`config.mk`:
```
export PLATFORM = sky130hd
export DESIGN_NAME = seq_mult_ctrl_flat
export DESIGN_NICKNAME = d
export VERILOG_FILES = /design/src/rtl/seq_mult_ctrl_pkg.sv /design/src/rtl/seq_mult_ctrl_if.sv /design/src/rtl/seq_mult_ctrl_shift_add_reg.sv /design/src/rtl/seq_mult_ctrl.sv /design/src/flat_wrapper.sv
export SDC_FILE = /design/constraint.sdc
export NUM_CORES = 1
export LEC_CHECK = 0
export ABC_AREA = 1
export ABC_CLOCK_PERIOD_IN_PS = 4200
export CAP_MARGIN = 20
export CORE_UTILIZATION = 60
export DETAILED_ROUTE_END_ITERATION = 10
export PLACE_DENSITY = 0.85
export RECOVER_POWER = 25
export SYNTH_ARGS = -nofsm -noshare
export SYNTH_HDL_FRONTEND = slang
export SYNTH_SLANG_ARGS = --single-unit
```
`constraint.sdc`:
```
create_clock -name clock -period 4.2 [get_ports clock]
set_clock_uncertainty 0.05 [all_clocks]
set_input_delay 0.42 -clock clock [delete_from_list [all_inputs] [get_ports clock]]
set_output_delay 0.42 -clock clock [all_outputs]
set_load 0.005 [all_outputs]
```
`src/rtl/seq_mult_ctrl_pkg.sv`:
```
// Shared types and helpers for the sequential shift-add multiplier.
package mult_pkg;

   typedef enum logic [1:0] {
      IDLE = 2'd0,
      RUN  = 2'd1,
      FIX  = 2'd2
   } mult_state_t;

   // Magnitude of the n-bit two's-complement value held in the low n bits of v.
   // Only the low n bits of the result are meaningful; -2^(n-1) maps to 2^(n-1).
   function automatic logic [31:0] abs_n(input logic [31:0] v, input int unsigned n);
      logic [31:0] sh;
      sh = v >> (n - 1);
      return sh[0] ? (~v + 32'd1) : v;
   endfunction

endpackage

```
`src/rtl/seq_mult_ctrl_if.sv`:
```
// Request/result bundle between a multiply requester and seq_mult_ctrl.
interface seq_mult_ctrl_if #(
   parameter int N = 8
);
   logic           start;
   logic           signed_mode;
   logic [N-1:0]   multiplicand;
   logic [N-1:0]   multiplier;
   logic [2*N-1:0] product;
   logic           busy;
   logic           done;

   modport master (
      output start, signed_mode, multiplicand, multiplier,
      input  product, busy, done
   );

   modport slave (
      input  start, signed_mode, multiplicand, multiplier,
      output product, busy, done
   );
endinterface

```
`src/rtl/seq_mult_ctrl_shift_add_reg.sv`:
```
// A/Q/M datapath register with fused add-and-shift, one partial product per step.
module shift_add_reg #(
   parameter int N = 8
) (
   input  logic           clock,
   input  logic           reset,
   input  logic           load,
   input  logic           step,
   input  logic [N-1:0]   m_in,
   input  logic [N-1:0]   q_in,
   output logic [2*N-1:0] aq
);

   logic [N-1:0] a_q, a_d;
   logic [N-1:0] q_q, q_d;
   logic [N-1:0] m_q, m_d;
   logic [N:0]   sum;

   // Load operands or perform one add-shift step; the carry C is sum[N],
   // consumed by the same-cycle shift, so it never needs its own flop.
   always_comb begin
      a_d = a_q;
      q_d = q_q;
      m_d = m_q;
      sum = {1'b0, a_q} + (q_q[0] ? {1'b0, m_q} : '0);
      if (load) begin
         a_d = '0;
         q_d = q_in;
         m_d = m_in;
      end else if (step) begin
         a_d = sum[N:1];
         q_d = {sum[0], q_q[N-1:1]};
      end
   end

   // Datapath state registers, synchronously cleared.
   always_ff @(posedge clock) begin
      if (reset) begin
         a_q <= '0;
         q_q <= '0;
         m_q <= '0;
      end else begin
         a_q <= a_d;
         q_q <= q_d;
         m_q <= m_d;
      end
   end

   assign aq = {a_q, q_q};

endmodule

```
`src/rtl/seq_mult_ctrl.sv`:
```
// Sequential N-bit multiplier: controller FSM, iteration counter, sign
// correction and result registers around the shift_add_reg datapath.
module seq_mult_ctrl
   import mult_pkg::*;
#(
   parameter int N = 8
) (
   input  logic          clock,
   input  logic          reset,
   seq_mult_ctrl_if.slave bus
);

   localparam int CW = $clog2(N + 1);

   mult_state_t    state_q, state_d;
   logic [CW-1:0]  count_q, count_d;
   logic           neg_q, neg_d;
   logic [2*N-1:0] product_q, product_d;
   logic           busy_q, busy_d;
   logic           done_q, done_d;

   logic           load, step;
   logic [N-1:0]   m_in, q_in;
   logic [2*N-1:0] aq;

   // Operand magnitudes presented to the datapath (raw values in unsigned mode).
   always_comb begin
      m_in = bus.multiplicand;
      q_in = bus.multiplier;
      if (bus.signed_mode) begin
         m_in = N'(abs_n(32'(bus.multiplicand), N));
         q_in = N'(abs_n(32'(bus.multiplier), N));
      end
   end

   // Next-state, counter, sign and result logic.
   always_comb begin
      state_d   = state_q;
      count_d   = count_q;
      neg_d     = neg_q;
      product_d = product_q;
      busy_d    = busy_q;
      done_d    = 1'b0;
      load      = 1'b0;
      step      = 1'b0;
      case (state_q)
         IDLE: begin
            if (bus.start) begin
               load    = 1'b1;
               count_d = CW'(N);
               neg_d   = bus.signed_mode &
                         (bus.multiplicand[N-1] ^ bus.multiplier[N-1]);
               busy_d  = 1'b1;
               state_d = RUN;
            end
         end
         RUN: begin
            step    = 1'b1;
            count_d = count_q - 1'b1;
            if (count_q == CW'(1)) begin
               state_d = FIX;
            end
         end
         FIX: begin
            product_d = neg_q ? -aq : aq;
            done_d    = 1'b1;
            busy_d    = 1'b0;
            state_d   = IDLE;
         end
         default: begin
            state_d = IDLE;
         end
      endcase
   end

   // Controller and result registers, synchronously cleared.
   always_ff @(posedge clock) begin
      if (reset) begin
         state_q   <= IDLE;
         count_q   <= '0;
         neg_q     <= 1'b0;
         product_q <= '0;
         busy_q    <= 1'b0;
         done_q    <= 1'b0;
      end else begin
         state_q   <= state_d;
         count_q   <= count_d;
         neg_q     <= neg_d;
         product_q <= product_d;
         busy_q    <= busy_d;
         done_q    <= done_d;
      end
   end

   shift_add_reg #(.N(N)) u_datapath (
      .clock (clock),
      .reset (reset),
      .load  (load),
      .step  (step),
      .m_in  (m_in),
      .q_in  (q_in),
      .aq    (aq)
   );

   assign bus.product = product_q;
   assign bus.busy    = busy_q;
   assign bus.done    = done_q;

endmodule
```
`src/flat_wrapper.sv`:
```
// flat-port wrapper written by rule: the top's interface ports become plain ports
module seq_mult_ctrl_flat import mult_pkg::*;
#(
   parameter int N = 8
)
  (clock, reset, bus_start, bus_signed_mode, bus_multiplicand, bus_multiplier, bus_product, bus_busy, bus_done);
  seq_mult_ctrl_if #(.N(N)) bus_i ();
  input  logic clock;
  input  logic reset;
  input wire logic [$bits(bus_i.start)-1:0] bus_start;
  input wire logic [$bits(bus_i.signed_mode)-1:0] bus_signed_mode;
  input wire logic [$bits(bus_i.multiplicand)-1:0] bus_multiplicand;
  input wire logic [$bits(bus_i.multiplier)-1:0] bus_multiplier;
  output wire logic [$bits(bus_i.product)-1:0] bus_product;
  output wire logic [$bits(bus_i.busy)-1:0] bus_busy;
  output wire logic [$bits(bus_i.done)-1:0] bus_done;
  assign bus_i.start = bus_start;
  assign bus_i.signed_mode = bus_signed_mode;
  assign bus_i.multiplicand = bus_multiplicand;
  assign bus_i.multiplier = bus_multiplier;
  assign bus_product = bus_i.product;
  assign bus_busy = bus_i.busy;
  assign bus_done = bus_i.done;
  seq_mult_ctrl #(.N(N)) u_core (.clock(clock), .reset(reset), .bus(bus_i));
endmodule
```
==> results of run 1 <==
logic make-up after synthesis:
kind of cell / count (synthesis)
adders and majority gates: 14
AOI/OAI and AO/OA: 74
xor gates and xnor gates: 11
and+or+nand+nor: 241
DFF: 49
buffers and inverters: 81
stage by stage:
| stage | std cells | setup slack [ns] |
|---|---|---|
| 2_1_floorplan | 470 | 2.49 |
| 3_3_place_gp | 565 | 2.26 |
| 5_1_grt | 573 | 1.26 |
| 3_5_place_dp | 565 | 2.21 |
| 4_1_cts | 573 | 2.30 |
| 6_report | 573 | 1.48 |
cells in the mapped netlist (2+ instances only):
| master | instances |
|---|---|
| nand2_2 | 4 |
| o21ai_0 | 26 |
| o211ai_1 | 3 |
| o221ai_1 | 3 |
| xnor2_1 | 2 |
| inv_2 | 4 |
| clkbuf_1 | 2 |
| buf_6 | 2 |
| nand4_1 | 6 |
| buf_4 | 3 |
| or2_2 | 3 |
| o21ai_1 | 4 |
| nor2_1 | 55 |
| xor2_1 | 9 |
| dfxtp_1 | 49 |
| nand3_1 | 36 |
| nor2_2 | 3 |
| a21oi_1 | 26 |
| buf_2 | 4 |
| ha_1 | 13 |
| o22ai_1 | 3 |
| inv_1 | 64 |
| nand2_1 | 130 |
worst min-delay path, cell delays in order (launching register included):
cell	delay, ns
dfxtp_1	0.34
nand2_1	0.06
o31ai_1	0.05
where the power goes:
part | internal (mW) | switching [mW]
Clock | 0.194 | 0.162
Combinational | 0.107 | 0.175
Sequential | 0.499 | 0.0377
per-layer routing:
metal,vias up,track usage [%],wire length (um)
li1,1567,-,-
met1,1322,34.6,3140
met2,87,47.7,3150
met3,10,5.11,358
met4,0,11.1,112
met5,-,0,0
worst max path at each step:
| stage | slack [ns] | end | depth (start not counted) | startpoint |
|---|---|---|---|---|
| after CTS | 2.30 | u_core.u_datapath.a_q[3] | 9 | u_core.u_datapath.q_q[0] |
| after detailed placement | 2.21 | u_core.u_datapath.q_q[2] | 5 | reset |
| after global routing | 1.26 | u_core.u_datapath.q_q[2] | 5 | reset |
| after global placement | 2.26 | u_core.u_datapath.q_q[2] | 5 | reset |
| after floorplan | 2.49 | u_core.u_datapath.a_q[3] | 10 | u_core.u_datapath.q_q[0] |
| final | 1.48 | u_core.u_datapath.q_q[2] | 5 | reset |
final cells by class:
cell class,instances,area [um^2],area share [%]
Clock buffer,6,82.6,2.33
Clock inverter,2,37.5,1.06
Inverter,70,265,7.47
Multi-Input combinational cell,340,1720,48.5
Sequential cell,49,981,27.6
Tap cell,67,83.8,2.36
Timing Repair Buffer,39,378,10.6
state kept, by name, summed over array words and instances, names as in the netlist:
signal                 cells
u_core.bus.product        16
u_core.u_datapath.a_q      8
u_core.u_datapath.m_q      8
u_core.u_datapath.q_q      8
u_core.count_q             4
u_core.state_q             2
u_core.bus.busy            1
u_core.bus.done            1
u_core.neg_q               1
==> impl_metrics.env, run 1 <==
export IMPL_fin_util_pct=74.2
export IMPL_tightest_slew_ns=1.19
export IMPL_synth_cell_types=39
export IMPL_fin_nets=539
export IMPL_die_h_um=73.2
export IMPL_synthAdderAreaFrac_pct=6.01
export IMPL_synthesis_area_um2=3040
export IMPL_synthCells=470
export IMPL_cts_setup_buffers=0
export IMPL_holdBufCountCts=0
export IMPL_antenna_found_initial=0
export IMPL_cap_violations=0
export IMPL_rr_worst_depth=8
export IMPL_synth_top_cell_by_area="dfxtp_1"
export IMPL_r2r_start="u_core.state_q[1]"
export IMPL_viasPerCell=5.21
export IMPL_io_buffers=37
export IMPL_synth_edf_count=0
export IMPL_start_util_pct=63.5
export IMPL_routed_wl_um=6760
export IMPL_cts_root_buf="clkbuf_8"
export IMPL_dieArea_um2=5360
export IMPL_criticalPathCategory="in2reg"
export IMPL_slew_viol_final=0
export IMPL_clock_sinks=49
export IMPL_async_reset_ff_share_pct=0
export IMPL_cts_tree="built"
export IMPL_relSlewSlack_pct=20.7
export IMPL_layout_common_cells="nand2_1 (130), inv_1 (65), nor2_1 (55)"
export IMPL_r2r_slack_ns=1.96
export IMPL_ant_nets=0
export IMPL_cp_num_buf_inv=3
export IMPL_layout_commonest_cell="nand2_1"
export IMPL_rows=25
export IMPL_setup_tns_final_ns=0
export IMPL_reg2reg_to="u_core.bus.product[6]"
export IMPL_syn_nets=504
export IMPL_hp_start="u_core.u_datapath.m_q[1]"
export IMPL_grt_max_degree=31
export IMPL_whs_path_depth=2
export IMPL_crit_required_ns=4.29
export IMPL_place_hpwl_um=5050
export IMPL_stdcell_area_um2=3550
export IMPL_worstHoldEndpoint="u_core.u_datapath.m_q[1]"
export IMPL_fp_coreArea_um2=4790
export IMPL_first_iter_violations=142
export IMPL_peakVddDrop_mv=0.164
export IMPL_path_cells="dlygate4sd3_1 > clkbuf_1 > inv_1 > nand2_2 > o22ai_1"
export IMPL_ys_seq_elements=49
export IMPL_yosysTopAreaCellShare_pct=32.3
export IMPL_finalCriticalPeriod_ns=2.72
export IMPL_critPathSlowestCell="clkbuf_1"
export IMPL_drc_errors=0
export IMPL_synth_top_family_by_area="simple AND/OR/NAND/NOR gates"
export IMPL_die_w_um=73.2
export IMPL_grt_pass1_vias=2720
export IMPL_grt_use_total_pct=28.0
export IMPL_path_max_fanout=23
export IMPL_synth_compound_area_share_pct=14.2
export IMPL_synthTopCellsByArea="dfxtp_1 (32%), nand2_1 (16%), inv_1 (7.9%)"
export IMPL_gp_congestion=0.911
export IMPL_clk_pin_slew_ns=0.09
export IMPL_hold_violations=0
export IMPL_grt_pass1_wl_um=11600
export IMPL_powerDensity_nw_per_um2=331
export IMPL_cts_buffers=5
export IMPL_start_kind="input port"
export IMPL_status="completed"
export IMPL_p_total_mw=1.17
export IMPL_ios=38
export IMPL_clk_path_buf_depth=2
export IMPL_vias=2986
export IMPL_cts_resized=0
export IMPL_finalSetupViolations=0
export IMPL_ys_warn_count=0
export IMPL_crit_arrival_ns=2.81
export IMPL_wl_per_cell_um=11.8
export IMPL_avgSynthCellArea_um2=6.47
export IMPL_synth_ff_type="dfxtp_1"
export IMPL_firstDrtPassIters=4
export IMPL_cts_max_level=2
export IMPL_fillCellCount=415
export IMPL_place_area_um2=3440
export IMPL_slowest_delay_ns=0.86
export IMPL_holdCritPathClass="reg2reg"
export IMPL_diodes=0
export IMPL_grt_setup_unrepaired="false"
export IMPL_fmax_ghz=0.368
export IMPL_drive_gt1_share_pct=5.53
export IMPL_area_delta_synth_final_pct=16.7
export IMPL_muxShareOfSynthArea_pct=0
export IMPL_period_share_pct=64.8
export IMPL_critical_path_top_delay_family="buffers and inverters"
export IMPL_synth_seq_area_share_pct=32.3
export IMPL_synth_simple_area_share_pct=33.3
export IMPL_hold_slack_ns=0.419
export IMPL_synthXorXnorAreaFrac_pct=3.17
export IMPL_power_leakage_nw=1.72
export IMPL_clock_latency_ns=0.31
export IMPL_end_kind="register"
export IMPL_gr_total_overflow=0
Note: power is estimated with default switching activity, not from simulation.
==> run 2, diff against run 1 <==
ABC_CLOCK_PERIOD_IN_PS = 2810   (was 4200)
CORE_UTILIZATION = 56   (was 60)
PLACE_DENSITY = 0.8   (was 0.85)
clock period = 2.81 ns   (was 4.2 ns; I/O delays follow)
==> run 2 against run 1 <==
Final cell count grew 0.52%. Register-to-register slack lost 1.3 ns. Largest power group unchanged. Via count shrank 0.33%. Non-clock buffer count is the same. Critical path depth grew 3. Cell area shrank 1.0%. Global-route usage shrank 2.6 points. Die area grew 6.9%. Core utilization shrank 6.2 points. Critical path type is now reg2reg. Largest cell class unchanged.
==> impl_metrics.env, run 2 (synthesis results as in run 1) <==
export IMPL_status="completed"
export IMPL_layout_commonest_cell="nand2_1"
export IMPL_clk_path_buf_depth=2
export IMPL_pwr_share_comb_pct=25.2
export IMPL_drc_errors=0
export IMPL_use_met1_pct=32.8
export IMPL_pwr_share_clk_pct=25.7
export IMPL_viasPerCell=5.17
export IMPL_largest_reg_flops=16
export IMPL_ios=38
export IMPL_gr_total_overflow=0
export IMPL_diodes=0
export IMPL_clock_sinks=49
export IMPL_holdBufCountCts=0
export IMPL_p_sw_share_pct=33.9
export IMPL_period_share_pct=77.4
export IMPL_vias=2976
export IMPL_place_hpwl_um=5070
export IMPL_top_usage_layer="met2"
export IMPL_clock_latency_ns=0.30
export IMPL_r2r_slack_ns=0.64
export IMPL_path_max_fanout=12
export IMPL_fin_nets=539
export IMPL_setup_tns_final_ns=0
export IMPL_die_h_um=75.7
export IMPL_slew_viol_final=0
export IMPL_grt_max_degree=31
export IMPL_grt_pass1_vias=2568
export IMPL_cts_root_buf="clkbuf_8"
export IMPL_routed_wl_um=6600
export IMPL_area_delta_synth_final_pct=15.6
export IMPL_use_met2_pct=43.8
export IMPL_wl_per_cell_um=11.5
export IMPL_dieArea_um2=5730
export IMPL_die_w_um=75.7
export IMPL_dpl_cell_count=568
export IMPL_relSlewSlack_pct=48.1
export IMPL_grtUsageMet3_pct=4.50
export IMPL_cts_setup_buffers=0
export IMPL_firstDrtPassIters=6
export IMPL_p_switching_mw=0.556
export IMPL_first_iter_violations=208
export IMPL_fmax_ghz=0.460
export IMPL_powerDensity_nw_per_um2=466
export IMPL_peakVddDrop_mv=0.306
export IMPL_hold_slack_ns=0.421
export IMPL_finalSetupViolations=0
export IMPL_grt_setup_unrepaired="false"
export IMPL_cts_max_level=2
export IMPL_clk_pin_slew_ns=0.10
export IMPL_rows=26
export IMPL_finalCriticalPeriod_ns=2.17
export IMPL_criticalPathCategory="reg2reg"
export IMPL_sequentialPowerShare_pct=49.0
export IMPL_drive_gt1_share_pct=5.14
export IMPL_cap_violations=0
export IMPL_end_kind="register"
export IMPL_cts_tree="built"
export IMPL_cts_buffers=5
export IMPL_power_leakage_nw=1.71
export IMPL_tightest_slew_ns=0.776
export IMPL_grt_pass1_wl_um=11200
export IMPL_io_buffers=37
export IMPL_cts_resized=0
export IMPL_holdCritPathClass="reg2reg"
export IMPL_crit_arrival_ns=2.38
export IMPL_gp_congestion=0.857
export IMPL_fp_coreArea_um2=5170
export IMPL_power_internal_mw=1.08
export IMPL_grt_use_total_pct=25.3
export IMPL_crit_required_ns=3.01
export IMPL_hold_violations=0
export IMPL_fin_cells=576
export IMPL_antenna_found_initial=0
export IMPL_layout_common_cells="nand2_1 (132), inv_1 (66), nor2_1 (56)"
export IMPL_start_kind="register"
export IMPL_ant_nets=0
export IMPL_start_util_pct=58.8
==> run 2: cell count changes in the layout (fill, tap and decap cells not counted), sizes merged <==
cell and delta:
buf +2, bufinv -1, clkbuf -3, clkdlybuf4s50 +4, clkinv +1, dlygate4sd3 -4
inv +1
==> run 2: layer usage <==
metal / routed length [um] / share of wire [%]
met2: 3140 / 48
met1: 3040 / 46
met3: 342 / 5.2
met4: 72 / 1.1
met5: 0 / 0
==> run 2: per-stage QoR <==
stage	instance area, um^2	setup slack, ns	total power [mW]	util [%]
detailed placement	3440	0.993	1.23	66.5
CTS	3530	0.979	1.65	68.3
finish	3510	0.635	1.64	67.9
global route	3510	0.367	1.75	67.9
floorplan	3040	1.10	1.12	-
global placement	3440	1.05	1.22	66.5
==> run 2: critical path, cell delays in order, from the launching register on <==
cell and delay [ns]:
dfxtp_1 0.38, nor2_2 0.05, nand2_1 0.30, inv_4 0.11, nor2_1 0.61, inv_1 0.27
a21oi_1 0.20, nand2_1 0.07, inv_1 0.05
==> run 2: layout make-up <==
cell class                      count  area, um^2
Multi-Input combinational cell    340        1700
Fill cell                         465        1660
Sequential cell                    49         981
Timing Repair Buffer               39         385
Inverter                           70         265
Tap cell                           70        87.6
Clock buffer                        5        68.8
Clock inverter                      3        21.3
==> run 2: path summary, 6_finish.rpt <==
| kind | start | end | cells past startpoint |
|---|---|---|---|
| worst max-delay path | u_core.state_q[0] | u_core.u_datapath.a_q[5] | 8 |
| worst min-delay path | u_core.bus.busy | u_core.bus.busy | 2 |
| worst max register to register | u_core.state_q[0] | u_core.u_datapath.a_q[5] | 8 |
| worst min register to register | u_core.bus.busy | u_core.bus.busy | 2 |
==> run 2: power by group through the flow <==
stage	registers [mW]	logic, mW	clock network, mW
after floorplan	0.798	0.320	0
after global placement	0.816	0.406	0
after detailed placement	0.817	0.416	0
after CTS	0.801	0.419	0.433
after global routing	0.812	0.476	0.462
final	0.803	0.413	0.421
==> run 3, diff against run 2 <==
ABC_CLOCK_PERIOD_IN_PS = 2100   (was 2810)
clock period = 2.1 ns   (was 2.81 ns; I/O delays follow)
==> run 3 against run 2 <==
Total power increased by 36%. Combinational power grew 38%. Highest routed layer unchanged. Global-route usage is 1.3 points higher. Cell area rose by 0.85%. Largest cell class unchanged. Non-clock buffer count is 3 higher.
==> impl_metrics.env, run 3 (synthesis results as in run 1) <==
export IMPL_p_total_mw=2.22
export IMPL_ant_nets=0
export IMPL_cp_num_buf_inv=1
export IMPL_path_common_cell="nand2_1"
export IMPL_grt_pass1_vias=2717
export IMPL_stdcell_area_um2=3540
export IMPL_slew_viol_final=0
export IMPL_start_util_pct=58.8
export IMPL_gp_congestion=0.879
export IMPL_power_leakage_nw=1.73
export IMPL_clock_sinks=49
export IMPL_powerDensity_nw_per_um2=627
export IMPL_cts_root_buf="clkbuf_8"
export IMPL_cts_buffers=5
export IMPL_top_usage_layer="met2"
export IMPL_grt_use_total_pct=26.6
export IMPL_finalCriticalPeriod_ns=1.85
export IMPL_holdBufCountCts=0
export IMPL_hold_violations=0
export IMPL_cts_tree="built"
export IMPL_criticalPathCategory="reg2reg"
export IMPL_finalSetupViolations=0
export IMPL_fin_ws_ns=0.250
export IMPL_hold_slack_ns=0.417
export IMPL_gr_total_overflow=0
export IMPL_path_max_fanout=10
export IMPL_dieArea_um2=5730
export IMPL_grt_pass1_wl_um=11700
export IMPL_viasPerCell=5.19
export IMPL_use_met2_pct=47.7
export IMPL_start_kind="register"
export IMPL_first_iter_violations=211
export IMPL_reg2reg_to="u_core.u_datapath.a_q[7]"
export IMPL_dpl_cell_count=571
export IMPL_antenna_found_initial=0
export IMPL_fin_cells=579
export IMPL_peakVddDrop_mv=0.311
export IMPL_worstHoldEndpoint="u_core.bus.busy"
export IMPL_dp_worst_setup_slack_ns=0.269
export IMPL_whs_path_depth=2
export IMPL_grt_max_degree=30
export IMPL_grtUsageMet3_pct=4.63
export IMPL_drive_gt1_share_pct=5.50
export IMPL_area_delta_synth_final_pct=16.5
export IMPL_clock_latency_ns=0.30
export IMPL_drc_errors=0
export IMPL_hp_start="u_core.bus.busy"
export IMPL_r2r_slack_ns=0.25
export IMPL_diodes=0
export IMPL_cap_violations=0
export IMPL_die_w_um=75.7
export IMPL_wl_per_cell_um=11.7
export IMPL_vias=3007
export IMPL_fin_util_pct=68.5
export IMPL_slowest_delay_ns=0.43
export IMPL_cts_setup_buffers=0
export IMPL_critical_path_top_delay_family="adder cells"
export IMPL_place_area_um2=3460
export IMPL_period_share_pct=88.1
export IMPL_path_cells="nand2_1 > inv_1 > ha_1 > fa_1 > nand3_1 > nand2_1 > nand2_1 > o211ai_1 > nand2_1 > a21oi_1"
export IMPL_fin_nets=542
export IMPL_ios=38
export IMPL_holdCritPathClass="reg2reg"
export IMPL_die_h_um=75.7
export IMPL_relSlewSlack_pct=58.5
export IMPL_routed_wl_um=6760
export IMPL_place_hpwl_um=5260
export IMPL_end_kind="register"
export IMPL_firstDrtPassIters=5
export IMPL_critPathSlowestCell="fa_1"
export IMPL_clk_path_buf_depth=2
export IMPL_use_met1_pct=32.7
export IMPL_fp_coreArea_um2=5170
export IMPL_setup_tns_final_ns=0
export IMPL_rows=26
export IMPL_io_buffers=37
export IMPL_layout_commonest_cell="nand2_1"
export IMPL_clk_pin_slew_ns=0.09
export IMPL_status="completed"
export IMPL_tightest_slew_ns=0.622
export IMPL_crit_required_ns=2.24
export IMPL_grt_setup_unrepaired="false"
export IMPL_largest_reg_flops=16
export IMPL_cts_resized=0
export IMPL_r2r_start="u_core.u_datapath.q_q[0]"
export IMPL_cts_max_level=2
export IMPL_crit_arrival_ns=1.99
export IMPL_fmax_ghz=0.541
export IMPL_rr_worst_depth=10
export IMPL_layout_common_cells="nand2_1 (133), inv_1 (66), nor2_1 (55)"
run 3: worst max path at each step:
| stage | start | end | slack, ns | depth (start not counted) |
|---|---|---|---|---|
| after detailed placement | u_core.u_datapath.q_q[0] | u_core.u_datapath.a_q[4] | 0.27 | 10 |
| after global placement | u_core.u_datapath.q_q[0] | u_core.u_datapath.a_q[3] | 0.34 | 9 |
| final | u_core.u_datapath.q_q[0] | u_core.u_datapath.a_q[7] | 0.25 | 10 |
| after CTS | u_core.u_datapath.q_q[0] | u_core.u_datapath.a_q[4] | 0.25 | 10 |
| after floorplan | u_core.u_datapath.q_q[0] | u_core.u_datapath.a_q[3] | 0.39 | 10 |
| after global routing | u_core.u_datapath.q_q[0] | u_core.u_datapath.a_q[2] | 0.12 | 9 |
run 3: metal layers:
metal	wire, um	up-vias	part of all wire [%]
met2	3290	74	49
met5	0	-	0
met3	304	8	4.5
li1	-	1572	-
met4	76	0	1.1
met1	3090	1353	46
run 3: final cells by class:
cell class | count | area, um^2
multi-input combinational | 340 | 1710
inverter | 70 | 265
tap | 70 | 87.6
clock buffer | 6 | 82.6
sequential | 49 | 981
clock inverter | 2 | 13.8
fill | 477 | 1630
timing repair buffer | 42 | 404
run 3: power breakdown:
group	switching, mW	leakage, nW	internal, mW	total (mW)
registers	0.0708	0.400	0.998	1.07
clock network	0.317	0.0512	0.267	0.584
logic	0.353	1.28	0.215	0.568
total	0.740	1.73	1.48	2.22
run 3: worst min-delay path, cell delays in order, from the launching register on:
cell     delay (ns)
dfxtp_1        0.31
nand3_1        0.07
nand2_1        0.04
==> variant: new RTL, config.mk and constraints of run 3 <==
`N` is set to 8 in 4 places; all go to 16.
--- a/src/rtl/seq_mult_ctrl_if.sv
+++ b/src/rtl/seq_mult_ctrl_if.sv
@@ -2,3 +2,3 @@
 interface seq_mult_ctrl_if #(
-   parameter int N = 8
+   parameter int N = 16
 );
--- a/src/rtl/seq_mult_ctrl_shift_add_reg.sv
+++ b/src/rtl/seq_mult_ctrl_shift_add_reg.sv
@@ -2,3 +2,3 @@
 module shift_add_reg #(
-   parameter int N = 8
+   parameter int N = 16
 ) (
--- a/src/rtl/seq_mult_ctrl.sv
+++ b/src/rtl/seq_mult_ctrl.sv
@@ -5,3 +5,3 @@
 #(
-   parameter int N = 8
+   parameter int N = 16
 ) (
--- a/src/flat_wrapper.sv
+++ b/src/flat_wrapper.sv
@@ -3,3 +3,3 @@
 #(
-   parameter int N = 8
+   parameter int N = 16
 )
Ports: changed (resized bus_multiplicand, bus_multiplier and bus_product); port bits go from 38 to 70. The function was not compared with the original's and may differ.
==> variant against run 3 <==
Worst setup slack got worse by 0.11 ns; wire length increased by 120%; cell area is 97% higher; worst hold slack got worse by 0.018 ns; critical path depth grew 2; clock power increased by 110%; fmax fell by 5.6%; area after synthesis increased by 94%; die area up 91%; sequential cell count grew 41; total power grew 100%.
==> variant: results (changes against run 3) <==
* Outcome: finished clean (unchanged)
* Number of distinct library cells after synthesis at 47 (was 39)
* Area fraction in compound gates after synthesis at 15.67% (was 14.16%)
* Xor and xnor area share after synthesis at 2.530% (was 3.169%)
* CP Data Arrival Time at 2.19 ns (was 1.99 ns)
* Longest individual stage delay on the worst path at 0.35 ns (was 0.43 ns)
* Number of buffers added by the clock tree synthesis step at 9 (was 5)
* Layout cells sized above 1 at 6.312% (was 5.501%)
* GR Util All Layers at 28.72% (was 26.60%)
* Most used DFF post-synth: sky130_fd_sc_hd__dfxtp_1 (unchanged)
* Most used standard cells in the synthesized netlist: sky130_fd_sc_hd__nand2_1 (264), sky130_fd_sc_hd__inv_1 (113), sky130_fd_sc_hd__nand3_1 (94) (was sky130_fd_sc_hd__nand2_1 (130), sky130_fd_sc_hd__inv_1 (64), sky130_fd_sc_hd__nor2_1 (55))
* Post-synthesis net count at 997 (was 504)
* Port bufs at 69 (was 37)
* Later-pin clock latency in the skew report at 0.37 ns (was 0.30 ns)
* Final net count at 1067 (was 542)
* Vias in the first global route at 5549 (was 2717)
* Number of flip-flops under the largest register name at 32 (was 16)
* Worst hold path type: flop to flop (unchanged)
* Biggest fanout along the worst timing path at 15 (was 10)
* Routability congestion estimate from global placement at 0.9235 (was 0.8793)
* First-pass GRT wire length at 25520 um (was 11670 um)
* IR Drop Worst-Case VDD at 0.4866 mV (was 0.3107 mV)
* Filler instances at 967 (was 477)
* Post-detailed-placement half-perimeter wirelength at 11510 um (was 5262 um)
* Multiplexer area fraction after synthesis at 0% (unchanged)
* Top post-synthesis cells by area: sky130_fd_sc_hd__dfxtp_1 (31%), sky130_fd_sc_hd__nand2_1 (17%), sky130_fd_sc_hd__nand3_1 (8.0%) (was sky130_fd_sc_hd__dfxtp_1 (32%), sky130_fd_sc_hd__nand2_1 (16%), sky130_fd_sc_hd__inv_1 (7.9%))
* Number of DRC markers in iteration 0 at 419 (was 211)
* Static leakage at 3.334 nW (was 1.731 nW)
* Total vias in the final route at 6120 (was 3007)
* Reg2Reg Setup Slack at 0.14 ns (was 0.25 ns)
* Period utilisation layout at 93.37% (was 88.10%)
* Dpl ws at 0.1034 ns (was 0.2692 ns)
* Seq/Total Area, Yosys at 30.61% (was 32.26%)
* Dominant delay contributor by cell family on the critical path: simple AND/OR/NAND/NOR gates (was adder cells)
* Slowest stage cell, crit path: sky130_fd_sc_hd__dfxtp_2 (was sky130_fd_sc_hd__fa_1)
* Pin count of the biggest net entering global routing at 31 (was 30)
* Remaining max-slew budget at the tightest pin at 47.75% (was 58.53%)
* Synth Area in Adders at 4.804% (was 6.008%)
* Wire per inst at 12.94 um (was 11.67 um)
* CTS H-tree depth at 3 (was 2)
variant: changes by cell type after synthesis, moves of 23 or more:
| cell | delta |
|---|---|
| sky130_fd_sc_hd__inv_1 | +49 |
| sky130_fd_sc_hd__o21ai_0 | +44 |
| sky130_fd_sc_hd__a21oi_1 | +37 |
| sky130_fd_sc_hd__nand3_1 | +58 |
| sky130_fd_sc_hd__dfxtp_1 | +41 |
| sky130_fd_sc_hd__nor2_1 | +23 |
| sky130_fd_sc_hd__nand2_1 | +134 |
variant: worst paths after layout:
check                           cells after the start                        to                      from
worst min-delay path                                2    u_core.bus.product[18]    u_core.bus.product[18]
worst max register to register                     12  u_core.u_datapath.a_q[8]  u_core.u_datapath.q_q[0]
worst min register to register                      2    u_core.bus.product[18]    u_core.bus.product[18]
worst max-delay path                               12  u_core.u_datapath.a_q[8]  u_core.u_datapath.q_q[0]
variant: final cells by class:
type	count	area share, %
multi-input combinational	698	50.26
sequential	90	25.85
timing repair buffer	90	12.18
inverter	120	6.457
tap	136	2.439
clock buffer	12	2.081
clock inverter	4	0.7354
variant: where the power goes:
part	internal [mW]	switching [mW]
Clock	0.584	0.631
Sequential	1.83	0.138
Combinational	0.473	0.798
Total	2.89	1.57
variant: per-stage QoR:
step                hold WS [ns]  area (um2)  instances
CTS                       0.4004        6957       1150
finish                    0.3992        6975       1150
floorplan                 0.2913        5886        939
detailed placement        0.3898        6760       1134
global placement          0.3866        6760       1134
global route              0.4173        6975       1150
variant: layer usage:
metal  vias up  routed length (um)  share of wire (%)  track usage, %
met4         0                 297                2.0           10.92
met5         -                   0                  0               0
met2       247                6427                 43           43.80
li1       3195                   -                  -               -
met1      2653                7112                 48           40.83
met3        25                1046                7.0           4.073
